## src/rtl/lsu_align.sv

```systemverilog
`default_nettype none
// ============================================================================
//  Module      : lsu_align
//  Description : Load/store alignment unit. Lane-shifts store data and byte
//                enables, extracts and extends load data, one access in flight.
//  Revision    : 1.0 - initial release
// ============================================================================
module lsu_align (
    input  logic        clk,
    input  logic        rst_n,
    input  logic        req_valid,
    output logic        req_ready,
    input  logic        req_we,
    input  logic [2:0]  req_funct3,
    input  logic [31:0] req_addr,
    input  logic [31:0] req_wdata,
    input  logic [4:0]  req_rd,
    output logic        mem_req_valid,
    input  logic        mem_req_ready,
    output logic [31:0] mem_addr,
    output logic        mem_we,
    output logic [3:0]  mem_be,
    output logic [31:0] mem_wdata,
    input  logic        mem_rsp_valid,
    input  logic [31:0] mem_rdata,
    output logic        rsp_valid,
    output logic [4:0]  rsp_rd,
    output logic [31:0] rsp_data,
    output logic        rsp_err
);

    typedef enum logic [1:0] {
        S_IDLE = 2'd0,
        S_REQ  = 2'd1,
        S_WAIT = 2'd2,
        S_DONE = 2'd3
    } state_t;

    state_t      r_state;
    state_t      w_state_next;

    logic        r_we;
    logic [2:0]  r_funct3;
    logic [1:0]  r_off;
    logic [4:0]  r_rd;

    logic        r_mem_req_valid;
    logic [31:0] r_mem_addr;
    logic        r_mem_we;
    logic [3:0]  r_mem_be;
    logic [31:0] r_mem_wdata;
    logic        r_rsp_valid;
    logic [4:0]  r_rsp_rd;
    logic [31:0] r_rsp_data;
    logic        r_rsp_err;

    logic        w_accept;
    logic        w_legal;
    logic        w_misalign;
    logic        w_bad;
    logic [3:0]  w_store_be;
    logic [31:0] w_store_data;
    logic [31:0] w_load_shifted;
    logic [31:0] w_load_data;

    assign req_ready = (r_state == S_IDLE);
    assign w_accept  = req_valid && req_ready;

    // Request decode works on the live request so the error path needs no extra cycle.
    always_comb begin
        w_legal      = 1'b0;
        w_misalign   = 1'b0;
        w_store_be   = 4'b1111;
        w_store_data = req_wdata;
        case (req_funct3)
            3'b000, 3'b001, 3'b010: w_legal = 1'b1;
            3'b100, 3'b101:         w_legal = !req_we;
            default:                w_legal = 1'b0;
        endcase
        case (req_funct3[1:0])
            2'b00: begin
                w_store_be   = 4'b0001 << req_addr[1:0];
                w_store_data = {4{req_wdata[7:0]}};
            end
            2'b01: begin
                w_misalign   = req_addr[0];
                w_store_be   = 4'b0011 << req_addr[1:0];
                w_store_data = {2{req_wdata[15:0]}};
            end
            default: begin
                w_misalign   = (req_addr[1:0] != 2'b00);
                w_store_be   = 4'b1111;
                w_store_data = req_wdata;
            end
        endcase
    end

    assign w_bad = !w_legal || w_misalign;

    always_comb begin
        w_load_shifted = mem_rdata >> {r_off, 3'b000};
        case (r_funct3[1:0])
            2'b00:   w_load_data = {{24{!r_funct3[2] && w_load_shifted[7]}},  w_load_shifted[7:0]};
            2'b01:   w_load_data = {{16{!r_funct3[2] && w_load_shifted[15]}}, w_load_shifted[15:0]};
            default: w_load_data = w_load_shifted;
        endcase
    end

    always_ff @(posedge clk or negedge rst_n) begin
        if (!rst_n) begin
            r_state <= S_IDLE;
        end else begin
            r_state <= w_state_next;
        end
    end

    always_comb begin
        w_state_next = r_state;
        case (r_state)
            S_IDLE: if (w_accept)      w_state_next = w_bad ? S_DONE : S_REQ;
            S_REQ:  if (mem_req_ready) w_state_next = r_we ? S_DONE : S_WAIT;
            S_WAIT: if (mem_rsp_valid) w_state_next = S_DONE;
            S_DONE:                    w_state_next = S_IDLE;
            default:                   w_state_next = S_IDLE;
        endcase
    end

    // Valid flags follow the next state so every output leaves a flop.
    always_ff @(posedge clk or negedge rst_n) begin
        if (!rst_n) begin
            r_we            <= 1'b0;
            r_funct3        <= 3'd0;
            r_off           <= 2'd0;
            r_rd            <= 5'd0;
            r_mem_req_valid <= 1'b0;
            r_mem_addr      <= 32'd0;
            r_mem_we        <= 1'b0;
            r_mem_be        <= 4'd0;
            r_mem_wdata     <= 32'd0;
            r_rsp_valid     <= 1'b0;
            r_rsp_rd        <= 5'd0;
            r_rsp_data      <= 32'd0;
            r_rsp_err       <= 1'b0;
        end else begin
            r_mem_req_valid <= (w_state_next == S_REQ);
            r_rsp_valid     <= (w_state_next == S_DONE);
            case (r_state)
                S_IDLE: begin
                    if (w_accept) begin
                        r_we     <= req_we;
                        r_funct3 <= req_funct3;
                        r_off    <= req_addr[1:0];
                        r_rd     <= req_rd;
                        if (w_bad) begin
                            r_rsp_err  <= 1'b1;
                            r_rsp_rd   <= req_we ? 5'd0 : req_rd;
                            r_rsp_data <= 32'd0;
                        end else begin
                            r_mem_addr  <= {req_addr[31:2], 2'b00};
                            r_mem_we    <= req_we;
                            r_mem_be    <= req_we ? w_store_be : 4'd0;
                            r_mem_wdata <= req_we ? w_store_data : 32'd0;
                        end
                    end
                end
                S_REQ: begin
                    if (mem_req_ready) begin
                        r_mem_addr  <= 32'd0;
                        r_mem_we    <= 1'b0;
                        r_mem_be    <= 4'd0;
                        r_mem_wdata <= 32'd0;
                    end
                end
                S_WAIT: begin
                    if (mem_rsp_valid) begin
                        r_rsp_data <= w_load_data;
                        r_rsp_rd   <= r_rd;
                    end
                end
                S_DONE: begin
                    r_rsp_data <= 32'd0;
                    r_rsp_rd   <= 5'd0;
                    r_rsp_err  <= 1'b0;
                end
                default: ;
            endcase
        end
    end

    assign mem_req_valid = r_mem_req_valid;
    assign mem_addr      = r_mem_addr;
    assign mem_we        = r_mem_we;
    assign mem_be        = r_mem_be;
    assign mem_wdata     = r_mem_wdata;
    assign rsp_valid     = r_rsp_valid;
    assign rsp_rd        = r_rsp_rd;
    assign rsp_data      = r_rsp_data;
    assign rsp_err       = r_rsp_err;

endmodule
`default_nettype wire

```

## config.mk

```make
export PLATFORM = sky130hd
export DESIGN_NAME = lsu_align
export DESIGN_NICKNAME = d
export VERILOG_FILES = /design/src/rtl/lsu_align.sv
export SDC_FILE = /design/constraint.sdc
export NUM_CORES = 1
export LEC_CHECK = 0
export CAP_MARGIN = 15
export CORE_MARGIN = 1.5
export CORE_UTILIZATION = 47
export CTS_CLUSTER_SIZE = 40
export DETAILED_ROUTE_END_ITERATION = 8
export HOLD_SLACK_MARGIN = 0.15
export PLACE_DENSITY = 0.86
export SLEW_MARGIN = 20
export SYNTH_ARGS = -nofsm -noshare
export SYNTH_HDL_FRONTEND = slang
export SYNTH_SLANG_ARGS = --single-unit
```

## constraint.sdc

```tcl
create_clock -name clk -period 4.7 [get_ports clk]
set_clock_uncertainty 0.15 [all_clocks]
set_input_delay 0.94 -clock clk [delete_from_list [all_inputs] [get_ports clk]]
set_output_delay 0.94 -clock clk [all_outputs]
set_load 0.01 [all_outputs]
```

# After elaboration in Yosys (flattened, before gate mapping)
# Index checks and enable logic that the tools add are counted.
# W data, S select, Z words.
# word_totals
ff_bits	122
inputBits	110
mem_bits_ro	0
latchBits	0
mem_count	0
ramBits	0
# op_classes
n_addsub	0
order_cmp	0
n_mul	0
mux	40
shifts	3
eq_ne	16
bitwise	0
div_mod_pow	0
reduce_logical	21
# ops
op	count
$mux W32	9
$pmux W32 S2	4
$pmux W32 S3	1
$shr A32 B5 Y32	1
$mux W5	4
$mux W4	4
$pmux W4 S2	2
$pmux W5 S3	1
$eq A2 B1 Y1 const B	4
$mux W2	4
$pmux W1 S2	4
$pmux W2 S4	1
$reduce_and A4 Y1	2
$eq A2 B2 Y1 const B	3
$eq A3 B3 Y1 const B	2
$logic_not A2 Y1	3
$mux W1	6
$ne A2 B2 Y1 const B	3
$reduce_bool A2 Y1	3
$ne A2 B1 Y1 const B	2
$shl A1 B2 Y4 const A	1
$shl A2 B2 Y4 const A	1
$eq A3 B1 Y1 const B	1
$eq A3 B2 Y1 const B	1
other kinds (9)	13

# Depth between registers and ports, before layout
# Gate-level depths: netlist (run 1).
# depth
word_depth	9
mapped_depth	7
mapped_depth_nobuf	4

# Worst setup path before layout (run 1)
# Ideal clock, no wire load.
# synth_timing
path_kind	input to register
from	in req_funct3[0]
to	reg r_mem_wdata[29], in the netlist mem_wdata[29]
t_required_ns	4.429
stages	6
setup_time_ns	0.121
t_arrival_ns	2.218
slack_ns	2.211
cell_sequence	or4_1 > buf_2 > nand2_2 > a21boi_2 > buf_2 > a22o_1
# synth_between
elab_chain_len	7
word_cells_on_any_way	20
classes_between	eq/ne (6); mux (7); reduce/logical (7)
# synth_lines
item	line	text
from (decl)	14	input logic [2:0] req_funct3,
$eq A3 B1 Y1, or another cell as far along	75	case (req_funct3)
$reduce_or A3 Y1 / $reduce_or A2 Y1 (equally long branches)	75	
$pmux W1 S2	75	
$logic_not A1 Y1	98	assign w_bad = !w_legal || w_misalign;
$logic_or A1 B1 Y1	98	
$ne A2 B2 Y1 (no source line)	-	
$reduce_and A4 Y1 (no source line)	-	
to (signal assigned)	162	r_mem_wdata <= req_we ? w_store_data : 32'd0;
to (decl)	51	logic [31:0] r_mem_wdata;
# Several ways; a longest one is shown, not always the timed one. The select of a mux whose other input is x is not followed.
# A chain may end at the register's enable or synchronous reset.

# Worst setup path after layout (run 1)
# layout_timing
from	in req_funct3[0]
to	reg r_mem_addr[28], in the netlist mem_addr[28]
# layout_between
elab_chain_len	7
word_cells_on_any_way	15
classes_between	eq/ne (6); mux (2); reduce/logical (7)
# layout_lines
item	line	text
$eq A3 B1 Y1, or another cell as far along	75	
$reduce_or A3 Y1 / $reduce_or A2 Y1 (equally long branches)	75	
$pmux W1 S2	75	
$logic_not A1 Y1	98	
$logic_or A1 B1 Y1 (*)	98	
$ne A2 B2 Y1 (no source line) (*)	-	
$reduce_and A4 Y1 (no source line) (*)	-	
to (signal assigned)	159	r_mem_addr <= {req_addr[31:2], 2'b00};
to (decl)	48	logic [31:0] r_mem_addr;
# Mark *: on every way between the ends. The rest lies on a longest branch, timed or not.

==> impl_metrics.toml, run 1 <==
[placement]
io_buffer_count = 217
gp_congestion = 0.866
place_hpwl_mm = 11.7
placed_area_sq_um = 7740

[sta]
worstMarginPinSlew_ps = 1050
drv_slew = 0
max_slew_margin = 0.299
timing.final.hold_violations = 0
min_period_ps = 3380
rsz0062_at_grt = "no"
tns_ps = 0
fin_crit_sh = 0.719
max_clock_freq_mhz = 296
setup_violations = 0

[clock_tree]
htree_levels = 4
numClockSinks = 120
cts_max_path_buffers = 2
holdBufCountCts = 0
root_buffer = "clkbuf_16"
cts_made_buffers = 17
post_cts_buffers = 0
cts_tree = "built"
clk_latency_ps = 410
clk_pin_slew_worst_paths_ps = 50
cts_resized = 0

[global_route]
grt_start_max_net_pins = 67
grt-ovfl-total = 0
grt_pass1_wl_mm = 26.1
grt_usage = 0.265
first_global_vias = 5009
antenna_found_initial = 0

[drt]
vias = 4869
wl_per_cell_um = 18.7
drc = 0
dr.pass1.iters = 5
viasPerCell = 5.60
ant_nets = 0
wl_mm = 16.2
drt_iter0_markers = 244

[synthesis]
async_flop_share = 1.00
ys.flop_type = "dfrtp_1"
ys_seq_elements = 120
synth_area_sq_um = 5520
synthCells = 507
ys_types = 41
ys_seq_area_frac = 0.544
syn_area_per_cell_sq_um = 10.9
ys_warn_count = 0
synth_edf_count = 0

[worst_setup_path]
critPathLaunchType = "input pin"
rrSetupSlack_ps = 1890
critPathRequiredTime_ps = 4870
critPathKind = "in2reg"
crit_path_max_fanout = 44
cp.arrival_ps = 3550
end_kind = "register"

[power_and_ir_drop]
p_leak_nw = 3.59
powerDensity_nw_per_um2 = 633
max-vdd-ir-drop_v = 0.000324

[floorplan]
num_rows = 39
start_util = 0.484
core_area_sq_um = 11400
chipWidth_um = 111
dieArea_sq_um = 12400
num_io_pins = 220
die_y_um = 111

[finish]
fill_cells = 831
regArea_sq_um = 3000
final_cell_area_sq_um = 8390
areaGrowthSynthToFinish_pct = 52.0
antenna_cells = 0
final_cell_mix = "216 x clkdlybuf4s50_1, 120 x dfrtp_1, 92 x nand2_1, 71 x o21ai_0, 39 x mux2i_1"
final_common_cell = "clkdlybuf4s50_1"
nets = 823
multiInputGateArea_sq_um = 2310
final_layout_size_suffix_gt1_frac = 0.101

[min_path]
min_path_type = "reg2reg"

[job]
drv_cap = 0

[run_status]
status = "finished, final reports clean"
==> layer usage <==
| layer | track usage | share of wire | vias to the layer above | routed length (um) |
|---|---|---|---|---|
| met5 | 0 | 0 | - | 0 |
| met2 | 0.432 | 0.48 | 206 | 7870 |
| met3 | 0.0909 | 0.085 | 34 | 1390 |
| li1 | - | - | 2235 | - |
| met4 | 0.120 | 0.028 | 0 | 448 |
| met1 | 0.320 | 0.40 | 2394 | 6530 |
==> synthesized netlist by cell type, types with 2 or more instances <==
library cell / number / area [sq um]
buf_4: 3 / 22.5
dfrtp_1: 120 / 3000
or2_2: 2 / 12.5
mux2_2: 18 / 203
mux2i_1: 39 / 390
o2bb2ai_1: 19 / 166
o21ai_0: 71 / 355
a22o_1: 17 / 149
a21boi_2: 2 / 22.5
nor3b_2: 2 / 25.0
nor2_1: 11 / 41.3
a21oi_1: 19 / 95.1
clkbuf_2: 4 / 20.0
nand2_1: 92 / 345
nor2b_1: 3 / 18.8
buf_6: 3 / 33.8
a221o_1: 17 / 170
a22oi_1: 5 / 37.5
buf_2: 16 / 80.1
nand3b_1: 10 / 75.1
clkbuf_1: 13 / 48.8
buf_1: 2 / 7.51
==> kinds of logic (layout without fill, tap and decap cells) <==
kind of cell	count (synthesis)	in the layout	synth area share
flip-flops	120	120	0.544
buffers and inverters	42	260	0.0392
AND/OR/NAND/NOR	129	129	0.111
AO/OA/AOI/OAI	157	157	0.194
other	1	2	0.000679
multiplexers	58	58	0.111
==> registers in the layout, indices dropped and copies added (netlist names), 3 cells and up <==
register and flops:
mem_addr 30, r_funct3 3, rsp_data 32, mem_be 4, mem_wdata 32, rsp_rd 5
r_rd 5
==> per-stage QoR <==
step	util	hold slack (ps)	total power, mW	cells	worst slack [ps]
3_5_place_dp	0.678	322	3.92	837	893
4_1_cts	0.735	333	5.34	869	1330
6_report	0.735	333	5.32	869	1320
5_1_grt	0.735	348	5.59	869	1170
2_1_floorplan	-	321	2.78	508	2210
3_3_place_gp	0.678	315	3.84	837	1000
==> path summary, 6_finish.rpt <==
check / start / endpoint / depth (start not counted)
worst max-delay path: req_funct3[0] / mem_addr[28]$_DFFE_PN0P_ / 7
worst min-delay path: rsp_data[11]$_DFFE_PN0P_ / rsp_data[11]$_DFFE_PN0P_ / 2
worst max register to register: r_off[1]$_DFFE_PN0P_ / rsp_data[14]$_DFFE_PN0P_ / 4
worst min register to register: rsp_data[11]$_DFFE_PN0P_ / rsp_data[11]$_DFFE_PN0P_ / 2
max in group asynchronous: rst_n / rsp_data[12]$_DFFE_PN0P_ / 2
min in group asynchronous: rst_n / rsp_data[18]$_DFFE_PN0P_ / 1
==> report_power, final <==
group / total [mW] / switching, mW / internal (mW)
logic: 2.12 / 0.960 / 1.16
registers: 1.79 / 0.319 / 1.47
clock network: 1.41 / 0.464 / 0.945
==> cell type report <==
type / instances / share of cell area
tap: 143 / 0.0213
clock inverter: 10 / 0.0197
sequential: 120 / 0.358
timing repair buffer: 227 / 0.267
inverter: 1 / 0.000447
clock buffer: 22 / 0.0577
multi-input combinational: 346 / 0.276
==> worst max-delay path: stages <==
cell             delay (ps)
clkdlybuf4s50_1         440
buf_4                   220
or4_1                   690
a21boi_4                780
buf_4                   290
nand2_1                  70
o21ai_0                  80
No activity file was read; power rests on OpenSTA's default activity.
==> run 2: changes to the inputs <==
--- a/config.mk
+++ b/config.mk
@@ -7,11 +7,11 @@
 export LEC_CHECK = 0
 export CAP_MARGIN = 15
 export CORE_MARGIN = 1.5
-export CORE_UTILIZATION = 47
+export CORE_UTILIZATION = 44
 export CTS_CLUSTER_SIZE = 40
 export DETAILED_ROUTE_END_ITERATION = 8
 export HOLD_SLACK_MARGIN = 0.15
-export PLACE_DENSITY = 0.86
+export PLACE_DENSITY = 0.81
 export SLEW_MARGIN = 20
 export SYNTH_ARGS = -nofsm -noshare
 export SYNTH_HDL_FRONTEND = slang
==> constraint.sdc (replaced) <==
create_clock -name clk -period 3.5 [get_ports clk]
set_clock_uncertainty 0.15 [all_clocks]
set_input_delay 0.7 -clock clk [delete_from_list [all_inputs] [get_ports clk]]
set_output_delay 0.7 -clock clk [all_outputs]
set_load 0.01 [all_outputs]
==> impl_metrics.toml, run 2 (synthesis gave the netlist of run 1 again) <==
[worst_setup_path]
cp_slowest_cell = "or4_1"
timing.rr.start = "r_state[1]$_DFF_PN0_"
cp.arrival_ps = 2740
cp_cell_sequence = "clkdlybuf4s50_1 > or4_1 > a21boi_4 > buf_4 > o21ai_0"
crit_start = "req_addr[0]"
crit_path_max_fanout = 60
critPathTopFamily = "buffers and inverters"
cpPeakStageDelay_ps = 700
end_kind = "register"
critPathBufInv = 2
critPathKind = "in2reg"
critPathRequiredTime_ps = 3610
critPathLaunchType = "input pin"

[sta]
max_clock_freq_mhz = 379
setup_violations = 0
rsz0062_at_grt = "no"
drv_slew = 0
fin_crit_sh = 0.754
min_period_ps = 2640
max_slew_margin = 0.328
worstMarginPinSlew_ps = 1010
timing.final.hold_violations = 0
tns_ps = 0

[power_and_ir_drop]
p_leak_nw = 3.62
powerDensity_nw_per_um2 = 851
max-vdd-ir-drop_v = 0.000417
p_total_mw = 7.21

[clock_tree]
post_cts_buffers = 0
htree_levels = 4
cts_max_path_buffers = 2
holdBufCountCts = 0
cts_resized = 0
clk_latency_ps = 410
cts_made_buffers = 17
numClockSinks = 120
root_buffer = "clkbuf_16"
clk_pin_slew_worst_paths_ps = 50
cts_tree = "built"

[global_route]
grt_use_met2 = 0.427
grt_most_used_layer = "met2"
grt_start_max_net_pins = 67
antenna_found_initial = 0
grt_usage = 0.254
use_met3 = 0.0901
first_global_vias = 5031
grtUsageMet1 = 0.309
grt_pass1_wl_mm = 25.9
grt-ovfl-total = 0

[floorplan]
core_area_sq_um = 12100
start_util = 0.456
num_rows = 40
chipWidth_um = 115
dieArea_sq_um = 13200
die_y_um = 115
num_io_pins = 220

[finish]
antenna_cells = 0
nets = 826
fill_cells = 885
final_cell_area_sq_um = 8470
final_layout_size_suffix_gt1_frac = 0.102
final_cell_mix = "216 x clkdlybuf4s50_1, 120 x dfrtp_1, 92 x nand2_1, 71 x o21ai_0, 39 x mux2i_1"
final_common_cell = "clkdlybuf4s50_1"
areaGrowthSynthToFinish_pct = 53.3
stdcell_count = 897

[drt]
drt_iter0_markers = 425
ant_nets = 0
drc = 0
vias = 4826
wl_mm = 16.5
wl_per_cell_um = 18.4
dr.pass1.iters = 6
viasPerCell = 5.38

[job]
drv_cap = 0

[placement]
place_hpwl_mm = 11.8
gp_congestion = 0.837
placed_area_sq_um = 7810
io_buffer_count = 217
placed_cells = 865

[min_path]
min_path_type = "in2async"

[run_status]
status = "finished, final reports clean"
## run 2: cell type report
cell class                      count  area, sq um  share of cell area
Clock buffer                       24          492              0.0581
Clock inverter                      8          165              0.0195
Inverter                            1         3.75            0.000443
Multi-Input combinational cell    346         2310               0.273
Sequential cell                   120         3000               0.355
Tap cell                          168          210              0.0248
Timing Repair Buffer              230         2280               0.269
## run 2: worst reg2reg max path: stages (launching register included)
cell,delay [ps]
dfrtp_1,500
nor3b_2,560
a21boi_4,270
buf_4,430
o21ai_0,210
## run 2: where the power goes
group | internal [mW] | switching (mW) | leakage, nW | total (mW)
Clock | 1.34 | 0.600 | 0.324 | 1.94
Combinational | 1.58 | 1.33 | 1.70 | 2.91
Sequential | 1.97 | 0.391 | 1.60 | 2.36
## run 2: metrics by stage
step           hold WS [ps]   util  worst slack [ps]
2_1_floorplan           254      -              1250
3_3_place_gp            315  0.645               539
3_5_place_dp            319  0.645               426
4_1_cts                 270  0.699               860
5_1_grt                 300  0.699               723
6_report                230  0.699               862
## run 2: worst paths after layout
| check | endpoint | slack (ps) | depth (start not counted) |
|---|---|---|---|
| min in group clk | rsp_rd[2]$_DFFE_PN0P_ | 330 | 2 |
| hold reg to reg | rsp_rd[2]$_DFFE_PN0P_ | 330 | 2 |
| max in group asynchronous | rsp_data[19]$_DFFE_PN0P_ | 2140 | 2 |
| hold / removal | rsp_data[29]$_DFFE_PN0P_ | 230 | 1 |
| setup reg to reg | mem_addr[15]$_DFFE_PN0P_ | 1240 | 4 |
| setup / recovery | mem_addr[15]$_DFFE_PN0P_ | 860 | 5 |
## run 2: metal layers
metal / up-vias / wire length, um
met4: 0 / 206
met2: 199 / 8210
met5: - / 0
met3: 17 / 1350
li1: 2244 / -
met1: 2366 / 6730
==> run 3: changes to the inputs <==
==> constraint.sdc (replaced) <==
create_clock -name clk -period 2.73 [get_ports clk]
set_clock_uncertainty 0.15 [all_clocks]
set_input_delay 0.546 -clock clk [delete_from_list [all_inputs] [get_ports clk]]
set_output_delay 0.546 -clock clk [all_outputs]
set_load 0.01 [all_outputs]
==> impl_metrics.toml, run 3 (synthesis gave the netlist of run 1 again) <==
[run_status]
status = "finished, final reports clean"

[worst_setup_path]
critPathKind = "reg2out"
crit_path_max_fanout = 10
critPathLaunchType = "register"
path_depth = 2
end_kind = "output pin"
cp.arrival_ps = 1670
critPathBufInv = 1
cpPeakStageDelay_ps = 570
critPathRequiredTime_ps = 2030
rr_worst_depth = 4
cp_cell_sequence = "nor2_1 > clkdlybuf4s50_1"
critPathTopFamily = "buffers and inverters"
cp_slowest_cell = "clkdlybuf4s50_1"

[power_and_ir_drop]
sw_frac_of_total = 0.330
intPower_mw = 6.09
p_leak_nw = 3.65
max-vdd-ir-drop_v = 0.000537
powerDensity_nw_per_um2 = 1070
clkPwrFrac = 0.248
pwr-share-comb = 0.419
power.switching_mw = 3.00
power.share.sequential = 0.333

[finish]
fill_cells = 880
final_cell_mix = "216 x clkdlybuf4s50_1, 120 x dfrtp_1, 92 x nand2_1, 71 x o21ai_0, 39 x mux2i_1"
nets = 835
antenna_cells = 0
areaGrowthSynthToFinish_pct = 54.4
final_common_cell = "clkdlybuf4s50_1"
final_layout_size_suffix_gt1_frac = 0.111
final_cell_area_sq_um = 8530

[floorplan]
chipWidth_um = 115
core_area_sq_um = 12100
dieArea_sq_um = 13200
num_io_pins = 220
num_rows = 40
die_y_um = 115
start_util = 0.456

[placement]
pre_cts_slack_ps = 34.2
place_hpwl_mm = 12.0
gp_congestion = 0.856
placed_area_sq_um = 7920
io_buffer_count = 217

[global_route]
grt_pass1_wl_mm = 26.1
grt-ovfl-total = 0
grt_usage = 0.255
grt_start_max_net_pins = 61
first_global_vias = 5067
antenna_found_initial = 0

[drt]
viasPerCell = 5.42
vias = 4902
ant_nets = 0
dr.pass1.iters = 4
wl_per_cell_um = 18.4
wl_mm = 16.7
drt_iter0_markers = 323
drc = 0

[clock_tree]
cts_resized = 0
cts_max_path_buffers = 2
clk_pin_slew_worst_paths_ps = 50
htree_levels = 4
numClockSinks = 120
cts_made_buffers = 17
root_buffer = "clkbuf_16"
cts_tree = "built"
clk_latency_ps = 400

[sta]
rsz0062_at_grt = "no"
setup_violations = 0
whs_ps = 338
min_period_ps = 2370
fin_ws_ps = 364
tns_ps = 0
worstMarginPinSlew_ps = 962
fin_crit_sh = 0.867
max_slew_margin = 0.357
drv_slew = 0
max_clock_freq_mhz = 423
timing.final.hold_violations = 0

[min_path]
min_path_type = "reg2reg"
hold_path_depth = 1

[job]
drv_cap = 0
## run 3: changes by cell type in the layout (fill, tap and decap cells not counted)
cell and delta:
buf_12 +4, dlygate4sd3_1 +1, bufinv_16 -2, buf_4 +4, clkinvlp_4 +1, clkbuf_1 -1
clkbuf_8 -1, clkinv_2 +2
## run 3: worst paths after layout
kind,slack (ps),endpoint,startpoint
hold reg to reg,340,mem_be[2]$_DFFE_PN0P_,mem_be[2]$_DFFE_PN0P_
setup reg to reg,580,rsp_data[11]$_DFFE_PN0P_,r_funct3[1]$_DFFE_PN0P_
max in group asynchronous,1120,rsp_data[11]$_DFFE_PN0P_,rst_n
min in group asynchronous,570,rsp_data[29]$_DFFE_PN0P_,rst_n
setup / recovery,360,req_ready,r_state[1]$_DFF_PN0_
hold / removal,340,mem_be[2]$_DFFE_PN0P_,mem_be[2]$_DFFE_PN0P_
## run 3: timing repair
item / in CTS / in global routing
setup buffers: 0 / 0
endpoints found under the hold margin: 49 / 0
hold buffers: 1 / 0
## run 3: per-stage QoR
stage | util | std cells | power, mW
after global placement | 0.654 | 873 | 6.72
final | 0.704 | 905 | 9.09
after floorplan | - | 508 | 4.79
after CTS | 0.704 | 905 | 9.14
after detailed placement | 0.654 | 873 | 6.85
after global routing | 0.704 | 905 | 9.59
## run 3: power groups by stage
stage          logic (mW)  registers, mW  clock network [mW]
2_1_floorplan        1.57           3.22                   0
3_3_place_gp         3.71           3.01                   0
3_5_place_dp         3.81           3.04                   0
4_1_cts              3.83           3.03                2.28
5_1_grt              4.08           3.12                2.39
6_report             3.81           3.03                2.26
## run 3: area by class of cell
class                      count  area (sq um)  area share
sequential                   120          3000       0.352
clock buffer                  22           474      0.0556
tap                          168           210      0.0246
clock inverter                 9           123      0.0144
multi-input combinational    346          2310       0.271
timing repair buffer         239          2400       0.281
inverter                       1          3.75    0.000440
## run 3: per-layer routing
metal  vias up  wire length (um)  track usage
li1       2267                 -            -
met1      2415              6830        0.311
met2       204              8240        0.424
met3        16              1400       0.0859
met4         0               227       0.0914
met5         -                 0            0
